**src/rtl/cpu_defs.sv**
```systemverilog
// Shared CPU/boot constants: IMEM geometry, instruction width and loader state encoding.
package cpu_defs;

  localparam int DEF_CELL_NUMBERS = 64;
  localparam int IMEM_ADDR_W      = 6;
  localparam int WORD_W           = 32;
  localparam int DEF_IDLE_TIMEOUT = 100000;

  typedef enum logic {
    ST_LOAD = 1'b0,
    ST_DONE = 1'b1
  } loader_state_t;

endpackage

```
**src/rtl/uart_program_loader.sv**
```systemverilog
// Packs UART bytes into little-endian 32-bit words, writes them to IMEM in order,
// and holds the CPU in reset until the whole program image has landed.
module uart_program_loader
  import cpu_defs::*;
#(
  parameter int CELL_NUMBERS = DEF_CELL_NUMBERS,
  parameter int ADDR_W       = IMEM_ADDR_W,
  parameter int IDLE_TIMEOUT = DEF_IDLE_TIMEOUT
) (
  input  logic              clk,
  input  logic              rst_n,
  input  logic              rx_valid,
  input  logic [7:0]        rx_data,
  input  logic              rx_frame_err,
  output logic              mem_we,
  output logic [ADDR_W-1:0] mem_addr,
  output logic [WORD_W-1:0] mem_wdata,
  output logic              cpu_rst,
  output logic              load_done,
  output logic              load_err
);

  localparam int TIMER_W = (IDLE_TIMEOUT > 2) ? $clog2(IDLE_TIMEOUT) : 1;
  localparam logic [TIMER_W-1:0] TIMER_LAST = TIMER_W'(IDLE_TIMEOUT - 1);
  localparam logic [ADDR_W:0]    LAST_IDX   = (ADDR_W + 1)'(CELL_NUMBERS - 1);

  loader_state_t     r_state;
  logic [1:0]        r_byte_idx;
  logic [ADDR_W:0]   r_word_idx;
  logic [23:0]       r_buf;
  logic [TIMER_W-1:0] r_timer;
  logic              r_mem_we;
  logic [ADDR_W-1:0] r_mem_addr;
  logic [WORD_W-1:0] r_mem_wdata;
  logic              r_cpu_rst;
  logic              r_load_done;
  logic              r_load_err;

  always_ff @(posedge clk or negedge rst_n) begin
    if (!rst_n) begin
      r_state     <= ST_LOAD;
      r_byte_idx  <= 2'd0;
      r_word_idx  <= '0;
      r_buf       <= '0;
      r_timer     <= '0;
      r_mem_we    <= 1'b0;
      r_mem_addr  <= '0;
      r_mem_wdata <= '0;
      r_cpu_rst   <= 1'b1;
      r_load_done <= 1'b0;
      r_load_err  <= 1'b0;
    end else begin
      r_mem_we <= 1'b0;
      case (r_state)
        ST_LOAD: begin
          // A framing error poisons the whole partial word, even if a byte strobes with it.
          if (rx_frame_err) begin
            r_byte_idx <= 2'd0;
            r_buf      <= '0;
            r_timer    <= '0;
            r_load_err <= 1'b1;
          end else if (rx_valid) begin
            r_timer <= '0;
            if (r_byte_idx == 2'd3) begin
              r_mem_wdata <= {rx_data, r_buf};
              r_mem_addr  <= r_word_idx[ADDR_W-1:0];
              r_mem_we    <= 1'b1;
              r_byte_idx  <= 2'd0;
              r_buf       <= '0;
              r_word_idx  <= r_word_idx + 1'b1;
              if (r_word_idx == LAST_IDX) begin
                r_state     <= ST_DONE;
                r_load_done <= 1'b1;
              end
            end else begin
              case (r_byte_idx)
                2'd0:    r_buf[7:0]   <= rx_data;
                2'd1:    r_buf[15:8]  <= rx_data;
                default: r_buf[23:16] <= rx_data;
              endcase
              r_byte_idx <= r_byte_idx + 2'd1;
            end
          end else if (r_byte_idx != 2'd0) begin
            if (r_timer == TIMER_LAST) begin
              r_byte_idx <= 2'd0;
              r_buf      <= '0;
              r_timer    <= '0;
              r_load_err <= 1'b1;
            end else begin
              r_timer <= r_timer + 1'b1;
            end
          end
        end
        // First DONE cycle is the final write cycle; the core leaves reset right after it.
        ST_DONE: r_cpu_rst <= 1'b0;
        default: r_state <= ST_LOAD;
      endcase
    end
  end

  assign mem_we    = r_mem_we;
  assign mem_addr  = r_mem_addr;
  assign mem_wdata = r_mem_wdata;
  assign cpu_rst   = r_cpu_rst;
  assign load_done = r_load_done;
  assign load_err  = r_load_err;

endmodule

```
**config.mk**
```make
export PLATFORM = sky130hd
export DESIGN_NAME = uart_program_loader
export DESIGN_NICKNAME = d
export VERILOG_FILES = /design/src/rtl/cpu_defs.sv /design/src/rtl/uart_program_loader.sv
export SDC_FILE = /design/constraint.sdc
export NUM_CORES = 1
export LEC_CHECK = 0
export CAP_MARGIN = 20
export CORE_UTILIZATION = 54
export CTS_BUF_LIST = sky130_fd_sc_hd__clkbuf_16
export DETAILED_ROUTE_END_ITERATION = 16
export PLACE_DENSITY = 0.79
export SETUP_SLACK_MARGIN = 0.15
export SYNTH_ARGS = -nofsm -noshare
export SYNTH_HDL_FRONTEND = slang
export SYNTH_SLANG_ARGS = --single-unit
```
**constraint.sdc**
```tcl
create_clock -name clk -period 3.85 [get_ports clk]
set_input_delay 0.5775 -clock clk [delete_from_list [all_inputs] [get_ports clk]]
set_output_delay 0.5775 -clock clk [all_outputs]
set_load 0.01 [all_outputs]
```
==> metrics.txt <==
# TYPE chip_impl_metric gauge
chip_impl_metric{name="cts_post_setup_buffers_inserted",unit=""} 0
chip_impl_metric{name="synth.area.mux_share",unit="%"} 13.2
chip_impl_metric{name="ys_seq_elements",unit=""} 93
chip_impl_metric{name="hpwlAfterDp",unit="um"} 5100
chip_impl_metric{name="num-fill-cells",unit=""} 543
chip_impl_metric{name="clk_pin_slew_worst_setup_hold_paths",unit="ps"} 70
chip_impl_metric{name="syn-instance-count",unit=""} 312
chip_impl_metric{name="port_buffers",unit=""} 53
chip_impl_metric{name="max_slew_violation_count",unit=""} 0
chip_impl_metric{name="ys_async_sr_fraction",unit="%"} 100
chip_impl_metric{name="reg2regPathDepth",unit=""} 5
chip_impl_info{name="combinational_family_with_the_most_area_after_synthesis",value="multiplexers"} 1
chip_impl_metric{name="die_w",unit="um"} 87.5
chip_impl_metric{name="synth-compound-area-share",unit="%"} 8.47
chip_impl_info{name="worstSetupEndpointType",value="flop"} 1
chip_impl_metric{name="max_cap_violations",unit=""} 0
chip_impl_metric{name="setup-violations-final",unit=""} 0
chip_impl_metric{name="dr_total_vias",unit=""} 2605
chip_impl_metric{name="count_of_flip_flops_with_a_built_in_enable_after_synthesis",unit=""} 0
chip_impl_metric{name="post_route_clock_skew",unit="ps"} 5.22
chip_impl_metric{name="grt_start_max_net_pins",unit=""} 70
chip_impl_metric{name="vdd_ir_drop_max",unit="mV"} 0.249
chip_impl_metric{name="grt_first_pass_wirelength",unit="um"} 13200
chip_impl_metric{name="drt-total-wl",unit="um"} 7750
chip_impl_metric{name="synth_seq_area_share",unit="%"} 59.0
chip_impl_metric{name="power-per-cell-area",unit="nW/um^2"} 456
chip_impl_metric{name="cts.htree.levels",unit=""} 3
chip_impl_metric{name="globalRouteOverflowTotal",unit=""} 0
chip_impl_metric{name="floorplan.core_area",unit="sq um"} 6910
chip_impl_info{name="timing_worst_setup_path_type",value="in2reg"} 1
chip_impl_metric{name="insertion_delay",unit="ps"} 340
chip_impl_metric{name="cts.sinks",unit=""} 93
chip_impl_metric{name="total_leakage_power",unit="nW"} 2.25
chip_impl_metric{name="postCtsResizedCells",unit=""} 0
chip_impl_metric{name="cts.hold.buffers_added",unit=""} 0
chip_impl_metric{name="first_pass_iters",unit=""} 4
chip_impl_info{name="rr_endpoint",value="r_buf[19]"} 1
chip_impl_metric{name="total_i_o_pin_count",unit=""} 54
chip_impl_info{name="ys_dominant_reg_cell",value="sky130_fd_sc_hd__dfrtp_1"} 1
chip_impl_metric{name="r2r_setup_slk",unit="ps"} 1640
chip_impl_metric{name="clock_path_buffers",unit=""} 2
chip_impl_info{name="tritoncts",value="yes"} 1
chip_impl_metric{name="drc",unit=""} 0
chip_impl_metric{name="grt_util_all_layers",unit="%"} 23.0
chip_impl_metric{name="area_growth_syn_to_layout",unit="%"} 22.6
chip_impl_metric{name="worst-endpoint-required",unit="ps"} 4120
chip_impl_metric{name="period_minus_slack",unit="ps"} 2520
chip_impl_metric{name="cts_inserted_buffers",unit=""} 9
chip_impl_metric{name="worstPathArrival",unit="ps"} 2790
chip_impl_info{name="hold_class",value="in2async"} 1
chip_impl_metric{name="nets",unit=""} 385
chip_impl_metric{name="routedWlPerCell",unit="um"} 16.5
chip_impl_metric{name="timing.final.crit_share",unit="%"} 65.4
chip_impl_metric{name="die_h",unit="um"} 87.5
chip_impl_metric{name="final_hold_viol_count",unit=""} 0
chip_impl_info{name="setup.worst_path.start_class",value="primary input"} 1
chip_impl_metric{name="worst-slew-pin-transition",unit="ps"} 984
chip_impl_info{name="unrepaired_setup_endpoints_after_global_routing",value="false"} 1
chip_impl_metric{name="post_synthesis_net_count",unit=""} 329
chip_impl_metric{name="synth-simple-area-share",unit="%"} 11.8
chip_impl_metric{name="cp_slowest_stage_delay",unit="ps"} 750
chip_impl_metric{name="netlist_area",unit="sq um"} 3940
chip_impl_metric{name="synth_cell_type_count",unit=""} 45
chip_impl_metric{name="synthesis.area_per_instance",unit="sq um"} 12.6
chip_impl_info{name="crit-reg2reg-launch",value="r_byte_idx[0]"} 1
chip_impl_metric{name="first_global_vias",unit=""} 2650
chip_impl_metric{name="diodes",unit=""} 0
chip_impl_metric{name="synthesis.yosys.warnings",unit=""} 0
chip_impl_metric{name="synth-xor-area-share",unit="%"} 3.33
chip_impl_metric{name="path_max_fanout",unit=""} 14
chip_impl_metric{name="floorplan.die_area",unit="sq um"} 7650
chip_impl_metric{name="proportion_of_layout_cells_with_a_drive_suffix_above_1",unit="%"} 19.8
chip_impl_metric{name="place.gp.congestion",unit=""} 0.827
chip_impl_info{name="cp_slowest_cell",value="sky130_fd_sc_hd__nor3_1"} 1
chip_impl_metric{name="final_antenna_net_count",unit=""} 0
chip_impl_metric{name="fmax",unit="GHz"} 0.397
chip_impl_metric{name="relSlewSlack",unit="%"} 33.9
chip_impl_metric{name="std_cell_rows",unit=""} 30
chip_impl_metric{name="start_util",unit="%"} 57.1
chip_impl_metric{name="vias_per_cell",unit=""} 5.55
chip_impl_metric{name="detailedRoute.firstIterationViolations",unit=""} 133
chip_impl_metric{name="initial_antenna_violation_count",unit=""} 0
chip_impl_metric{name="timing.hold.ws",unit="ps"} 349
chip_impl_info{name="clock-root-buffer",value="sky130_fd_sc_hd__clkbuf_16"} 1
chip_impl_metric{name="setup_total_negative_slack",unit="ps"} 0
chip_impl_metric{name="adder_cell_area_share_of_the_yosys_netlist",unit="%"} 1.59
chip_impl_info{name="worstPathCellList",value="clkdlybuf4s50_1 -> and2b_1 -> and2b_2 -> nand2_1 -> nor3_1 -> a22o_1"} 1
chip_impl_info{name="status",value="finished, final reports clean"} 1
layout by cell type (no fill, tap or decap), types with 2 or more instances in the layout:
cell type	instances
sky130_fd_sc_hd__a2111oi_2	2
sky130_fd_sc_hd__a21o_1	2
sky130_fd_sc_hd__a21oi_1	6
sky130_fd_sc_hd__a22o_1	15
sky130_fd_sc_hd__a31oi_1	2
sky130_fd_sc_hd__and3_1	4
sky130_fd_sc_hd__buf_4	3
sky130_fd_sc_hd__clkbuf_16	9
sky130_fd_sc_hd__clkdlybuf4s50_1	52
sky130_fd_sc_hd__clkinv_2	2
sky130_fd_sc_hd__clkinv_4	2
sky130_fd_sc_hd__clkinvlp_4	2
sky130_fd_sc_hd__dfrtp_1	92
sky130_fd_sc_hd__ha_1	5
sky130_fd_sc_hd__inv_1	14
sky130_fd_sc_hd__mux2_2	39
sky130_fd_sc_hd__mux2i_1	8
sky130_fd_sc_hd__nand2_1	27
sky130_fd_sc_hd__nand2b_1	3
sky130_fd_sc_hd__nand3_1	11
sky130_fd_sc_hd__nand3_4	2
sky130_fd_sc_hd__nand4_1	3
sky130_fd_sc_hd__nor2_1	15
sky130_fd_sc_hd__nor3_1	2
sky130_fd_sc_hd__nor4_1	2
sky130_fd_sc_hd__o21ai_0	11
sky130_fd_sc_hd__o41ai_1	2
sky130_fd_sc_hd__xnor2_1	3
sky130_fd_sc_hd__xor2_1	12
synth_stat cells, types with 3 or more instances:
library cell | number | area [sq um]
sky130_fd_sc_hd__dfrtp_1 | 92 | 2300
sky130_fd_sc_hd__mux2_2 | 39 | 439
sky130_fd_sc_hd__nand2_1 | 27 | 101
sky130_fd_sc_hd__a22o_1 | 15 | 131
sky130_fd_sc_hd__nor2_1 | 15 | 56.3
sky130_fd_sc_hd__inv_1 | 14 | 52.6
sky130_fd_sc_hd__xor2_1 | 12 | 105
sky130_fd_sc_hd__nand3_1 | 11 | 55.1
sky130_fd_sc_hd__o21ai_0 | 11 | 55.1
sky130_fd_sc_hd__mux2i_1 | 8 | 80.1
sky130_fd_sc_hd__a21oi_1 | 6 | 30.0
sky130_fd_sc_hd__buf_2 | 6 | 30.0
sky130_fd_sc_hd__and3_1 | 5 | 31.3
sky130_fd_sc_hd__ha_1 | 5 | 62.6
sky130_fd_sc_hd__clkbuf_1 | 3 | 11.3
sky130_fd_sc_hd__nand2b_1 | 3 | 18.8
sky130_fd_sc_hd__nand4_1 | 3 | 18.8
sky130_fd_sc_hd__xnor2_1 | 3 | 26.3
per-stage QoR:
step                      cells  area (sq um)  power, mW  setup WS [ps]  utilization (%)
final                       469          4840       2.20           1330             70.0
after global routing        469          4840       2.30           1230             70.0
after CTS                   469          4840       2.22           1390             70.0
after detailed placement    453          4560       1.41           1110             66.0
after global placement      453          4560       1.40           1080             66.0
after floorplan             312          3940       1.25           1960                -
state kept, by name, indices dropped and copies added, names as in the netlist:
name        cells
cpu_rst         1
load_done       1
load_err        1
mem_addr        6
mem_wdata      32
mem_we          1
r_buf          24
r_byte_idx      2
r_state         1
r_timer        17
r_word_idx      7
per-layer routing:
| layer | vias to the layer above | global-route usage (%) | part of all wire [%] |
|---|---|---|---|
| met1 | 1303 | 33.1 | 47 |
| met3 | 15 | 4.36 | 4.2 |
| met4 | 0 | 8.35 | 1.5 |
| met2 | 72 | 35.2 | 47 |
| li1 | 1215 | - | - |
| met5 | - | 0 | 0 |
worst max path at each step:
stage                 startpoint         end  cells past startpoint
CTS                 rx_frame_err   r_buf[19]                      6
finish              rx_frame_err   r_buf[19]                      6
global route        rx_frame_err   r_buf[19]                      6
floorplan           rx_frame_err  r_timer[5]                      5
global placement    rx_frame_err   r_buf[23]                      6
detailed placement  rx_frame_err   r_buf[19]                      6
power breakdown:
group	total (mW)	internal (mW)	switching [mW]	leakage (nW)
Combinational	0.295	0.153	0.142	0.844
Sequential	1.10	1.05	0.0467	1.27
Clock	0.811	0.439	0.372	0.132
cells by family after synthesis:
family,Yosys count
xor gates and xnor gates,15
and+or+nand+nor,84
AOI/OAI and AO/OA,44
muxes,47
buffers and inverters,24
adders and majority gates,5
DFF,93
worst max-delay path, delay by kind of cell:
kind | cells | cell delay [ps]
AND/OR/NAND/NOR | 4 | 1470
buffers and inverters | 1 | 450
AO/OA/AOI/OAI | 1 | 280
final cells by class:
type	instances	area, sq um	area share (%)
Sequential cell	93	2330	48.1
Multi-Input combinational cell	195	1520	31.3
Timing Repair Buffer	55	543	11.2
Clock buffer	9	225	4.66
Tap cell	96	120	2.48
Inverter	14	52.6	1.09
Clock inverter	7	51.3	1.06
(Power assumes the default switching activity.)
